### config.mk
export PLATFORM = sky130hd
export DESIGN_NAME = square_mult_arbiter_flat
export DESIGN_NICKNAME = d
export VERILOG_FILES = /design/src/rtl/square_mult_arbiter_if.sv /design/src/rtl/square_mult_arbiter.sv /design/src/flat_wrapper.sv
export SDC_FILE = /design/constraint.sdc
export NUM_CORES = 1
export LEC_CHECK = 0
export ABC_AREA = 1
export CORE_UTILIZATION = 30
export DETAILED_ROUTE_END_ITERATION = 6
export PLACE_DENSITY_LB_ADDON = 0.1
export SYNTH_ARGS = -nofsm -noshare
export SYNTH_HDL_FRONTEND = slang
export SYNTH_SLANG_ARGS = --single-unit
### constraint.sdc
create_clock -name clk -period 6.72 [get_ports clk]
set_input_delay 1.344 -clock clk [delete_from_list [all_inputs] [get_ports clk]]
set_output_delay 1.344 -clock clk [all_outputs]
set_load 0.01 [all_outputs]
### src/rtl/square_mult_arbiter_if.sv
// Request/result bundle for the shared squaring multiplier.
// master: requesters plus result consumer. slave: the arbiter/multiplier.
interface square_mult_arbiter_if #(
    parameter int unsigned NUM_REQ = 3,
    parameter int unsigned OP_W    = 7,
    parameter int unsigned TAG_W   = 2
);
    logic [NUM_REQ-1:0]      req;
    logic [NUM_REQ*OP_W-1:0] operand;
    logic [NUM_REQ-1:0]      gnt;
    logic                    res_valid;
    logic                    res_ready;
    logic [2*OP_W-1:0]       res_data;
    logic [TAG_W-1:0]        res_tag;

    modport master (
        output req, operand, res_ready,
        input  gnt, res_valid, res_data, res_tag
    );

    modport slave (
        input  req, operand, res_ready,
        output gnt, res_valid, res_data, res_tag
    );
endinterface

### src/rtl/square_mult_arbiter.sv
// Round-robin shared squaring multiplier: combinational grant, operand register,
// product register, tagged valid/ready result stream with backpressure.
module square_mult_arbiter #(
    parameter int unsigned NUM_REQ = 3,
    parameter int unsigned OP_W    = 7,
    parameter int unsigned TAG_W   = 2
) (
    input logic                  clk,
    input logic                  rst,
    square_mult_arbiter_if.slave bus
);
    localparam int unsigned ResW = 2 * OP_W;

    logic [TAG_W-1:0]   ptr_q;
    logic               s1_valid_q;
    logic [OP_W-1:0]    s1_op_q;
    logic [TAG_W-1:0]   s1_tag_q;
    logic               res_valid_q;
    logic [ResW-1:0]    res_data_q;
    logic [TAG_W-1:0]   res_tag_q;

    logic               adv;
    logic               any_gnt;
    logic [NUM_REQ-1:0] gnt;
    logic [TAG_W-1:0]   sel_idx;
    logic [OP_W-1:0]    sel_op;
    logic [TAG_W-1:0]   ptr_d;

    // The whole pipeline moves only when the output slot is empty or being drained.
    assign adv = !res_valid_q || bus.res_ready;

    // Round-robin pick: first pass scans ptr..NUM_REQ-1, second pass wraps to 0..ptr-1.
    always_comb begin
        any_gnt = 1'b0;
        gnt     = '0;
        sel_idx = '0;
        sel_op  = '0;
        ptr_d   = ptr_q;
        if (!rst && adv) begin
            for (int i = 0; i < int'(NUM_REQ); i++) begin
                if (!any_gnt && bus.req[i] && (i >= int'(ptr_q))) begin
                    any_gnt = 1'b1;
                    gnt[i]  = 1'b1;
                    sel_idx = TAG_W'(i);
                    sel_op  = bus.operand[i*OP_W +: OP_W];
                end
            end
            for (int i = 0; i < int'(NUM_REQ); i++) begin
                if (!any_gnt && bus.req[i] && (i < int'(ptr_q))) begin
                    any_gnt = 1'b1;
                    gnt[i]  = 1'b1;
                    sel_idx = TAG_W'(i);
                    sel_op  = bus.operand[i*OP_W +: OP_W];
                end
            end
        end
        if (any_gnt) begin
            ptr_d = (sel_idx == TAG_W'(NUM_REQ - 1)) ? '0 : sel_idx + TAG_W'(1);
        end
    end

    // Pipeline stages and pointer; everything holds while the result is stalled.
    always_ff @(posedge clk) begin
        if (rst) begin
            ptr_q       <= '0;
            s1_valid_q  <= 1'b0;
            s1_op_q     <= '0;
            s1_tag_q    <= '0;
            res_valid_q <= 1'b0;
            res_data_q  <= '0;
            res_tag_q   <= '0;
        end else if (adv) begin
            s1_valid_q  <= any_gnt;
            res_valid_q <= s1_valid_q;
            ptr_q       <= ptr_d;
            if (any_gnt) begin
                s1_op_q  <= sel_op;
                s1_tag_q <= sel_idx;
            end
            if (s1_valid_q) begin
                res_data_q <= ResW'(s1_op_q) * ResW'(s1_op_q);
                res_tag_q  <= s1_tag_q;
            end
        end
    end

    assign bus.gnt       = gnt;
    assign bus.res_valid = res_valid_q;
    assign bus.res_data  = res_data_q;
    assign bus.res_tag   = res_tag_q;
endmodule

### src/flat_wrapper.sv
// flat-port wrapper written by rule: the top's interface ports become plain ports
module square_mult_arbiter_flat 
#(
    parameter int unsigned NUM_REQ = 3,
    parameter int unsigned OP_W    = 7,
    parameter int unsigned TAG_W   = 2
)
  (clk, rst, bus_req, bus_operand, bus_res_ready, bus_gnt, bus_res_valid, bus_res_data, bus_res_tag);
  square_mult_arbiter_if #(.NUM_REQ(NUM_REQ), .OP_W(OP_W), .TAG_W(TAG_W)) bus_i ();
  input logic clk;
  input logic rst;
  input wire logic [$bits(bus_i.req)-1:0] bus_req;
  input wire logic [$bits(bus_i.operand)-1:0] bus_operand;
  input wire logic [$bits(bus_i.res_ready)-1:0] bus_res_ready;
  output wire logic [$bits(bus_i.gnt)-1:0] bus_gnt;
  output wire logic [$bits(bus_i.res_valid)-1:0] bus_res_valid;
  output wire logic [$bits(bus_i.res_data)-1:0] bus_res_data;
  output wire logic [$bits(bus_i.res_tag)-1:0] bus_res_tag;
  assign bus_i.req = bus_req;
  assign bus_i.operand = bus_operand;
  assign bus_i.res_ready = bus_res_ready;
  assign bus_gnt = bus_i.gnt;
  assign bus_res_valid = bus_i.res_valid;
  assign bus_res_data = bus_i.res_data;
  assign bus_res_tag = bus_i.res_tag;
  square_mult_arbiter #(.NUM_REQ(NUM_REQ), .OP_W(OP_W), .TAG_W(TAG_W)) u_core (.clk(clk), .rst(rst), .bus(bus_i));
endmodule
Yosys cells after proc, flatten, opt, wreduce, memory -nomap -nowiden
Cells that the tools add are included.
- register bits: 29
- bits in latches: 0
- bits in writable memories: 0
- memory bits (read-only): 0
- bits of input ports: 27
- output and inout bits: 20
- word-level logic and storage cells: 70
- memories kept: 0
- $add $sub $neg: 1
- multiply operators: 1
- div/mod/pow operators: 0
- $lt $le $gt $ge: 6
- equal/unequal tests: 1
- shift operators: 0
- mux-type cells: 32
- bitwise gates (word level): 0
- reductions and logical operators: 22
- operators with widths (operator ; count):
    2-to-1 mux 7 bit ; 7
    2-to-1 mux 1 bit ; 18
    multiplier 7 x 7 -> 14 bit ; 1
    logical AND 1 bit ; 12
    2-to-1 mux 2 bit ; 6
    zero test 1 bit ; 7
    greater-or-equal comparator 1 x 2 -> 1 bit (first input constant) ; 2
    less-than comparator 1 x 2 -> 1 bit (first input constant) ; 2
    AND reduction 2 bit ; 2
    2-to-1 mux 3 bit ; 1
    adder 2 x 1 -> 2 bit (second input constant) ; 1
    == test 2 bit (second input constant) ; 1
    greater-or-equal comparator 2 bit (first input constant) ; 1
    less-than comparator 2 bit (first input constant) ; 1
    logical OR 1 bit ; 1

Logic depth before layout (Yosys ltp)
Gate-level depths: netlist of the first run.
- depth in word-level cells: 31
- depth in mapped cells: 22
- mapped depth without buffers: 21

Worst setup path after synthesis of the first run
OpenSTA, ideal clock, no wires.
- kind: reg2reg
- from: register u_core.s1_op_q[5]
- to: register u_core.res_data_q[12], in the netlist u_core.bus.res_data[12]
- setup time: 0.109 ns
- arrival: 3.792 ns
- data required time: 6.611 ns
- setup slack: 2.819 ns
- stages on the path, launching flop included: 23
- path buffers: 1
- period minus slack after synthesis: 3.901 ns
- path through: dfxtp_1 -> clkbuf_1 -> nand2_1 -> xor2_1 -> ha_1 -> inv_1 -> fa_1 -> inv_1 -> fa_1 -> inv_1 -> fa_1 -> inv_1 -> ha_1 -> nand2_1 -> inv_1 -> nand2_1 -> nand2_1 -> nand2_1 -> nand3_1 -> nand2_1 -> nand3_1 -> nand2_1 -> inv_1
- cells in the longest elaborated chain, start to end: 1
- RTL lines (element ; RTL line ; text):
    start, declared ; square_mult_arbiter.sv:16 ; logic [OP_W-1:0] s1_op_q;
    start signal, assigned ; square_mult_arbiter.sv:77 ; s1_op_q <= sel_op;
    multiplier 7 x 7 -> 14 bit ; square_mult_arbiter.sv:81 ; res_data_q <= ResW'(s1_op_q) * ResW'(s1_op_q);
    end signal, assigned ; square_mult_arbiter.sv:81 ;
    end, declared ; square_mult_arbiter.sv:19 ; logic [ResW-1:0] res_data_q;
No other way between the ends.
A chain may end at the register's enable or synchronous reset.

Worst setup path after layout of the first run
- from: input bus_req[0]
- to: output bus_gnt[1]
- cells in the longest elaborated chain, start to end: 23
- elaborated cells on any way between the ends: 24
- those cells by class: mux (11); reduce/logical (13)
- RTL lines (element ; RTL line ; text):
    start, declared ; flat_wrapper.sv:12 ; input wire logic [$bits(bus_i.req)-1:0] bus_req;
    logical AND 1 bit ; square_mult_arbiter.sv:41 ; if (!any_gnt && bus.req[i] && (i >= int'(ptr_q))) begin
    2-to-1 mux 1 bit ; square_mult_arbiter.sv:41 ;
    2-to-1 mux 1 bit ; square_mult_arbiter.sv:39 ; if (!rst && adv) begin
    zero test 1 bit ; square_mult_arbiter.sv:41 ;
    logical AND 1 bit (2 in series) ; square_mult_arbiter.sv:41 ;
    2-to-1 mux 1 bit ; square_mult_arbiter.sv:41 ;
    2-to-1 mux 1 bit ; square_mult_arbiter.sv:39 ;
    zero test 1 bit ; square_mult_arbiter.sv:41 ;
    [4 not listed] ; - ;
    zero test 1 bit ; square_mult_arbiter.sv:49 ; if (!any_gnt && bus.req[i] && (i < int'(ptr_q))) begin
    logical AND 1 bit (2 in series) ; square_mult_arbiter.sv:49 ;
    2-to-1 mux 1 bit ; square_mult_arbiter.sv:49 ;
    2-to-1 mux 1 bit ; square_mult_arbiter.sv:39 ;
    zero test 1 bit ; square_mult_arbiter.sv:49 ;
    logical AND 1 bit (2 in series) ; square_mult_arbiter.sv:49 ;
    2-to-1 mux 1 bit (*) ; square_mult_arbiter.sv:49 ;
    2-to-1 mux 3 bit (*) ; square_mult_arbiter.sv:39 ;
    end, declared ; flat_wrapper.sv:15 ; output wire logic [$bits(bus_i.gnt)-1:0] bus_gnt;
Every way passes the cells marked *; elsewhere a longest branch is shown, timed or not. The select of a mux whose other input is x is not followed.

==> run summary, run 1 <==
Status -> finished, final reports clean
CTS clk-pin slew, worst paths -> 0.11 ns
Clk buf depth -> 2
RSZ-0062 raised after global routing -> false
First-pass DRT Iterations -> 4
Antenna Nets Post-Route -> 0
Hold_sp -> u_core.s1_tag_q[0]
Most frequent CP cell -> nand2_1
Slew HR -> 56.52%
Clk Latency, worst-skew pair -> 0.28 ns
Syn Std Cell Area -> 2923 µm²
Root Buffer -> clkbuf_8
First-pass GRT wire length -> 12930 µm
Core Region -> 9328 µm²
PortBufs -> 45
Worst path required time -> 5.38 ns
Slowest Stage Delay on Critical Path -> 0.70 ns
Sequential fraction of the synthesis area -> 19.18%
Largest family of logic cells by synthesized area -> simple AND/OR/NAND/NOR gates
Minimum clock period -> 4.964 ns
Final setup viols -> 0
Largest net degree at the start of global routing -> 26
Die height -> 100.7 µm
Worst vdd ir -> 0.08348 mV
Mapped Cells -> 446
Hold Path End -> u_core.s1_tag_q[0]
Startpoint types -> input pin
R2r worst-path depth -> 21
R2R setup slack -> 2.58 ns
Reg2reg start -> u_core.s1_op_q[6]
Crit share post-route -> 73.87%
I/O pins -> 47
Worst path slowest cell -> clkdlybuf4s50_1
Hold path depth -> 2
CP delay by family, top -> buffers and inverters
Crit Path Category -> input pin to primary output
Initial antenna violation count -> 0
Synth Area in Simple Gates -> 39.73%
FP Rows -> 35
HPWL Detailed -> 5823 µm
H-Tree Level Count -> 1
Layout Skew -> 0.005609 ns
Synth-to-layout area growth -> 19.69%
FILL cells -> 1044
Clock sinks -> 28
GRT Util Overall -> 15.89%
Final Max Slew Viols -> 0
Dpl ws -> 1.744 ns
HP Class -> flip-flop to flip-flop
Resize count post-CTS -> 0
CP Max Fanout -> 19
R2r endpoint -> u_core.bus.res_data[11]
ANT cells -> 0
Synth Area in Adders -> 19.18%
Worst-Margin Slew -> 0.6502 ns
Reg area -> 560.5 µm²
Fmax -> 201.5 MHz
Fin worst setup slack -> 1.756 ns
Die area -> 10140 µm²
GPL Wtd Cong -> 0.8481
Global route total overflow -> 0
Share of cells above drive strength 1 -> 4.421%
Vias in the first global route -> 2773
TritonCTS clock tree -> yes
Cell Pwr Density -> 189.5 nW/µm²
Routed WL per cell -> 11.82 µm
Via count -> 2820
Netlist cell types -> 37
Setup TNS after final layout -> 0 ns
Post-CTS Hold Fix Bufs -> 0
Leak Pwr -> 1.834 nW
Syn Area/Cell -> 6.553 µm²
Worst Path Arrival -> 3.62 ns
Cts bufs inserted -> 3
Nets -> 540
YS warnings -> 0
Post-Syn Nets -> 510
Crit path buffers/inverters -> 3
Max-cap violation count -> 0
Final Hold Viols -> 0
Residual DRC count -> 0
Initial DRC count -> 122
Multi-input logic area -> 1984 µm²
Post-Route WL -> 7142 µm
Critical Path End Type -> primary output
Cell chain of the critical path -> clkdlybuf4s50_1, nand2_4, nand3_4, nor2_8, nand2_1, nand2_1, nand2_1, inv_1, clkdlybuf4s50_1
Die width -> 100.7 µm
Mux share of post-synthesis cell area -> 0%
Setup Fix Bufs, Post-CTS -> 0
Synth Area in Compound Gates -> 6.464%
XOR/XNOR share of the synthesized area -> 2.397%
FF+latch count, synth -> 28
Initial Util -> 31.33%
Via/cell ratio -> 4.669
metrics by stage:
step | std cells | util, % | power (W) | area [µm²] | hold slack (ns)
2_1_floorplan | 446 | - | 0.0004360 | 2923 | 0.4397
3_3_place_gp | 600 | 36.74 | 0.0005314 | 3427 | 0.4690
3_5_place_dp | 600 | 36.74 | 0.0005329 | 3427 | 0.4599
4_1_cts | 604 | 37.51 | 0.0006760 | 3498 | 0.4786
5_1_grt | 604 | 37.51 | 0.0007351 | 3498 | 0.5069
6_report | 604 | 37.51 | 0.0006629 | 3498 | 0.4749
state kept, by name, indices dropped and copies added, names as in the netlist:
register / count
u_core.bus.res_data: 13
u_core.bus.res_tag: 2
u_core.bus.res_valid: 1
u_core.ptr_q: 2
u_core.s1_op_q: 7
u_core.s1_tag_q: 2
u_core.s1_valid_q: 1
worst reg2reg max path, cell delays in order, from the launching register on:
cell and delay, ns:
dfxtp_1 0.53, nand2_1 0.19, xor2_1 0.20, ha_1 0.28, inv_1 0.05, fa_1 0.53
inv_1 0.05, fa_1 0.52, inv_1 0.05, fa_1 0.53, inv_1 0.04, ha_1 0.35
nand2_1 0.13, inv_1 0.05, nand2_1 0.07, nand2_1 0.07, nand2_1 0.09, nand3_1 0.09
nand2_1 0.06, nand3_1 0.07, nand2_1 0.07, inv_1 0.03
layout by cell type, fill, tap and decap left out, types with 2 or more instances in the layout:
| cell type | n |
|---|---|
| a21o_1 | 3 |
| a21oi_1 | 12 |
| a31o_2 | 2 |
| clkbuf_8 | 3 |
| clkdlybuf4s50_1 | 45 |
| dfxtp_1 | 28 |
| fa_1 | 13 |
| ha_1 | 24 |
| inv_1 | 69 |
| nand2_1 | 113 |
| nand2_2 | 3 |
| nand3_1 | 55 |
| nand3b_1 | 7 |
| nand4_1 | 19 |
| nor2_1 | 37 |
| o21ai_0 | 9 |
| o21bai_1 | 2 |
| or2_0 | 2 |
| or2_2 | 5 |
| xnor2_1 | 2 |
| xor2_1 | 6 |
cell type report:
type                       instances  area share (%)
inverter                          70           7.511
multi-input combinational        327           56.72
clock buffer                       3           1.180
sequential                        28           16.02
tap                              129           4.614
timing repair buffer              46           13.09
clock inverter                     1          0.8584
where the power goes:
group	leakage, nW	switching (W)	internal (W)
Sequential	0.232	0.0000234	0.000186
Clock	0.0357	0.0000601	0.0000799
Combinational	1.57	0.000182	0.000132
synthesized netlist by cell type (all sizes together):
cell / instances / share of area (%)
a211oi: 1 / 0.26
a21o: 3 / 0.77
a21oi: 12 / 2.1
a31o: 2 / 0.60
a31oi: 1 / 0.21
and3: 1 / 0.21
buf: 11 / 2.7
clkbuf: 10 / 1.3
clkinv: 1 / 0.13
conb: 1 / 0.13
dfxtp: 28 / 19
fa: 13 / 8.9
ha: 24 / 10
inv: 69 / 8.9
nand2: 117 / 16
nand3: 57 / 10
nand3b: 7 / 1.8
nand4: 20 / 4.5
nor2: 39 / 5.7
nor3: 1 / 0.17
o211ai: 1 / 0.26
o21ai: 9 / 1.5
o21bai: 2 / 0.51
o31ai: 1 / 0.26
or2: 7 / 1.5
xnor2: 2 / 0.60
xor2: 6 / 1.8
routing by layer:
| layer | GRT usage [%] | part of all wire, % | vias to the layer above |
|---|---|---|---|
| met4 | 3.902 | 1.4 | 0 |
| li1 | - | - | 1486 |
| met3 | 2.497 | 3.7 | 9 |
| met5 | 0 | 0 | - |
| met2 | 27.87 | 48 | 60 |
| met1 | 20.31 | 47 | 1265 |
how the worst max path moves through the flow:
stage,slack [ns],cells after the start,startpoint,end
3_3_place_gp,1.79,9,bus_req[0],bus_gnt[2]
4_1_cts,1.73,9,bus_req[0],bus_gnt[1]
2_1_floorplan,2.82,22,u_core.s1_op_q[5],u_core.bus.res_data[12]
3_5_place_dp,1.74,9,bus_req[0],bus_gnt[1]
6_report,1.76,9,bus_req[0],bus_gnt[1]
5_1_grt,1.60,9,bus_req[0],bus_gnt[1]
kinds of logic (layout without fill, tap and decap cells):
kind of cell	after synthesis	count (layout)
AND/OR/NAND/NOR	249	249
buffers and inverters	91	120
adder cells (fa/ha/maj)	37	37
AO/OA/AOI/OAI	32	32
flip-flops	28	28
XOR/XNOR	8	8
other	1	1
Power figures use the tool's default switching activity.
==> inputs of run 2 (changes only) <==
Clock period 6.72 ns to 4 ns, I/O delays scaled along.
==> run 2 against run 1 <==
  * Sequential share of layout area fell by 0.52 points
  * Die area did not move
  * Combinational power rose by 87%
  * Sequential power rose by 60%
  * Critical endpoint is now u_core.bus.res_data[8]
==> run summary, run 2 (same netlist as run 1, synthesis figures left out) <==
H-Tree Level Count -> 1 (unchanged)
Worst Path Arrival -> 3.96 ns (was 3.62 ns)
Layout Skew -> 0.004070 ns (was 0.005609 ns)
Critical Path End Type -> flip-flop (was primary output)
First-pass DRT Iterations -> 4 (unchanged)
Die height -> 100.7 µm (unchanged)
Clk buf depth -> 2 (unchanged)
Most frequent cells in the layout -> 110 x nand2_1, 69 x inv_1, 55 x nand3_1 (was 113 x nand2_1, 69 x inv_1, 55 x nand3_1)
Crit Path Category -> flip-flop to flip-flop (was input pin to primary output)
Worst vdd ir -> 0.1524 mV (was 0.08348 mV)
Cell Pwr Density -> 315.5 nW/µm² (was 189.5 nW/µm²)
Post-Route WL -> 7376 µm (was 7142 µm)
Hold path depth -> 2 (unchanged)
I/O pins -> 47 (unchanged)
Routed WL per cell -> 11.90 µm (was 11.82 µm)
Largest net degree at the start of global routing -> 26 (unchanged)
GPL Wtd Cong -> 0.8694 (was 0.8481)
CTS clk-pin slew, worst paths -> 0.10 ns (was 0.11 ns)
Via/cell ratio -> 4.611 (was 4.669)
CP Max Fanout -> 4 (was 19)
Minimum clock period -> 3.725 ns
Worst path required time -> 4.24 ns (was 5.38 ns)
Crit share post-route -> 93.13%
Largest register FFs -> 13 (unchanged)
R2R setup slack -> 0.27 ns (was 2.58 ns)
Crit path buffers/inverters -> 5 (was 3)
Initial Util -> 31.33% (unchanged)
TritonCTS clock tree -> yes (unchanged)
Cell chain of the critical path -> nand2_2, xor2_1, ha_1, inv_1, fa_1, inv_1, fa_1, inv_1, fa_1, inv_1, ha_4, nand2_1, nor2_1, nand2_1, a31o_2, nand3_1, nand2_1, inv_1 (was clkdlybuf4s50_1, nand2_4, nand3_4, nor2_8, nand2_1, nand2_1, nand2_1, inv_1, clkdlybuf4s50_1)
First-pass GRT wire length -> 13210 µm (was 12930 µm)
Final Hold Viols -> 0 (unchanged)
R2r worst-path depth -> 18 (was 21)
Hold_sp -> u_core.s1_tag_q[0] (unchanged)
Die area -> 10140 µm² (unchanged)
Die width -> 100.7 µm (unchanged)
Worst path slowest cell -> fa_1 (was clkdlybuf4s50_1)
ANT cells -> 0 (unchanged)
Leak Pwr -> 1.916 nW (was 1.834 nW)
Status -> finished, final reports clean (unchanged)
Reg2reg start -> u_core.s1_op_q[6] (unchanged)
Core Region -> 9328 µm² (unchanged)
Hold Path End -> u_core.s1_tag_q[0] (unchanged)
GRT Util Overall -> 16.05% (was 15.89%)
HPWL Detailed -> 5916 µm (was 5823 µm)
RSZ-0062 raised after global routing -> false (unchanged)
Global route total overflow -> 0 (unchanged)
Most common cell after layout, fill and taps aside -> nand2_1 (unchanged)
R2r endpoint -> u_core.bus.res_data[8] (was u_core.bus.res_data[11])
Synth-to-layout area growth -> 24.79% (was 19.69%)
Via count -> 2859 (was 2820)
Vias in the first global route -> 2897 (was 2773)
Final Max Slew Viols -> 0 (unchanged)
FP Rows -> 35 (unchanged)
CP delay by family, top -> adder cells (was buffers and inverters)
Clk Latency, worst-skew pair -> 0.28 ns (about the same)
PortBufs -> 45 (unchanged)
HP Class -> flip-flop to flip-flop (unchanged)
Tot Pwr -> 0.001151 W (was 0.0006629 W)
Setup TNS after final layout -> 0 ns (unchanged)
Final setup viols -> 0 (unchanged)
Most frequent CP cell -> inv_1 (was nand2_1)
Startpoint types -> flip-flop (was input pin)
Root Buffer -> clkbuf_8 (unchanged)
Max-cap violation count -> 0 (unchanged)
Cts bufs inserted -> 3 (unchanged)
Initial DRC count -> 84 (was 122)
Nets -> 556 (was 540)
Initial antenna violation count -> 0 (unchanged)
Antenna Nets Post-Route -> 0 (unchanged)
Slowest Stage Delay on Critical Path -> 0.53 ns (was 0.70 ns)
Clock sinks -> 28 (unchanged)
Residual DRC count -> 0 (unchanged)
Share of cells above drive strength 1 -> 8.961% (was 4.421%)
Fmax -> 268.4 MHz
[run 2: cell types whose count changed in the layout (fill, tap and decap cells not counted), moves of 2 or more]
cell	change
dfxtp_1	-2
nand2_2	+3
nand2_1	-3
buf_4	+16
[run 2: through the flow]
step | utilization (%) | std cells | setup WS [ns] | cell area, µm² | hold slack (ns)
floorplan | - | 446 | 0.09906 | 2923 | 0.4397
global placement | 38.03 | 616 | 0.1689 | 3547 | 0.4557
detailed placement | 38.03 | 616 | 0.1095 | 3547 | 0.4635
CTS | 38.79 | 620 | 0.09366 | 3618 | 0.4785
global route | 39.10 | 620 | 0.01358 | 3647 | 0.4923
finish | 39.10 | 620 | 0.2747 | 3647 | 0.4758
[run 2: layer usage]
layer | share of wire (%) | global-route usage, % | up-vias
met1 | 48 | 20.75 | 1282
met5 | 0 | 0 | -
li1 | - | - | 1515
met2 | 48 | 28.98 | 58
met3 | 3.2 | 1.872 | 4
met4 | 0.75 | 2.676 | 0
[run 2: worst max-delay path by stage]
stage | start | end | slack [ns] | cells after the start
finish | u_core.s1_op_q[6] | u_core.bus.res_data[8] | 0.27 | 18
global route | u_core.s1_op_q[6] | u_core.bus.res_data[7] | 0.01 | 20
CTS | u_core.s1_op_q[6] | u_core.bus.res_data[7] | 0.09 | 21
detailed placement | u_core.s1_op_q[6] | u_core.bus.res_data[11] | 0.11 | 21
global placement | u_core.s1_op_q[1] | u_core.bus.res_data[7] | 0.17 | 21
floorplan | u_core.s1_op_q[5] | u_core.bus.res_data[12] | 0.1 | 22
[run 2: power breakdown]
group / total, W / switching, W / internal (W) / leakage (nW)
Combinational: 0.000585 / 0.000335 / 0.000250 / 1.65
Sequential: 0.000336 / 0.0000224 / 0.000314 / 0.233
Clock: 0.000230 / 0.0000955 / 0.000134 / 0.0357
Total: 0.00115 / 0.000453 / 0.000698 / 1.92
[run 2: what timing repair did]
item                                    CTS  global route
hold buffers                              0             0
gates resized for setup                   0             8
buffers inserted                          0             0
endpoints found under the setup margin    0             7
[run 2: tightest hold or removal path: cells and delay by family (launching register included)]
family             cells  cell delay, ns
AOI/OAI and AO/OA      1            0.05
DFF                    1            0.32
and+or+nand+nor        1            0.06
[run 2: area by class of cell]
class / instances / area, µm²
multi-input cells: 327 / 2008
fillers: 1058 / 5680
clock buffers: 3 / 41.29
clock inverters: 1 / 30.03
inverters: 70 / 262.8
well taps: 129 / 161.4
repair buffers: 62 / 578.1
flip-flops and latches: 28 / 565.5
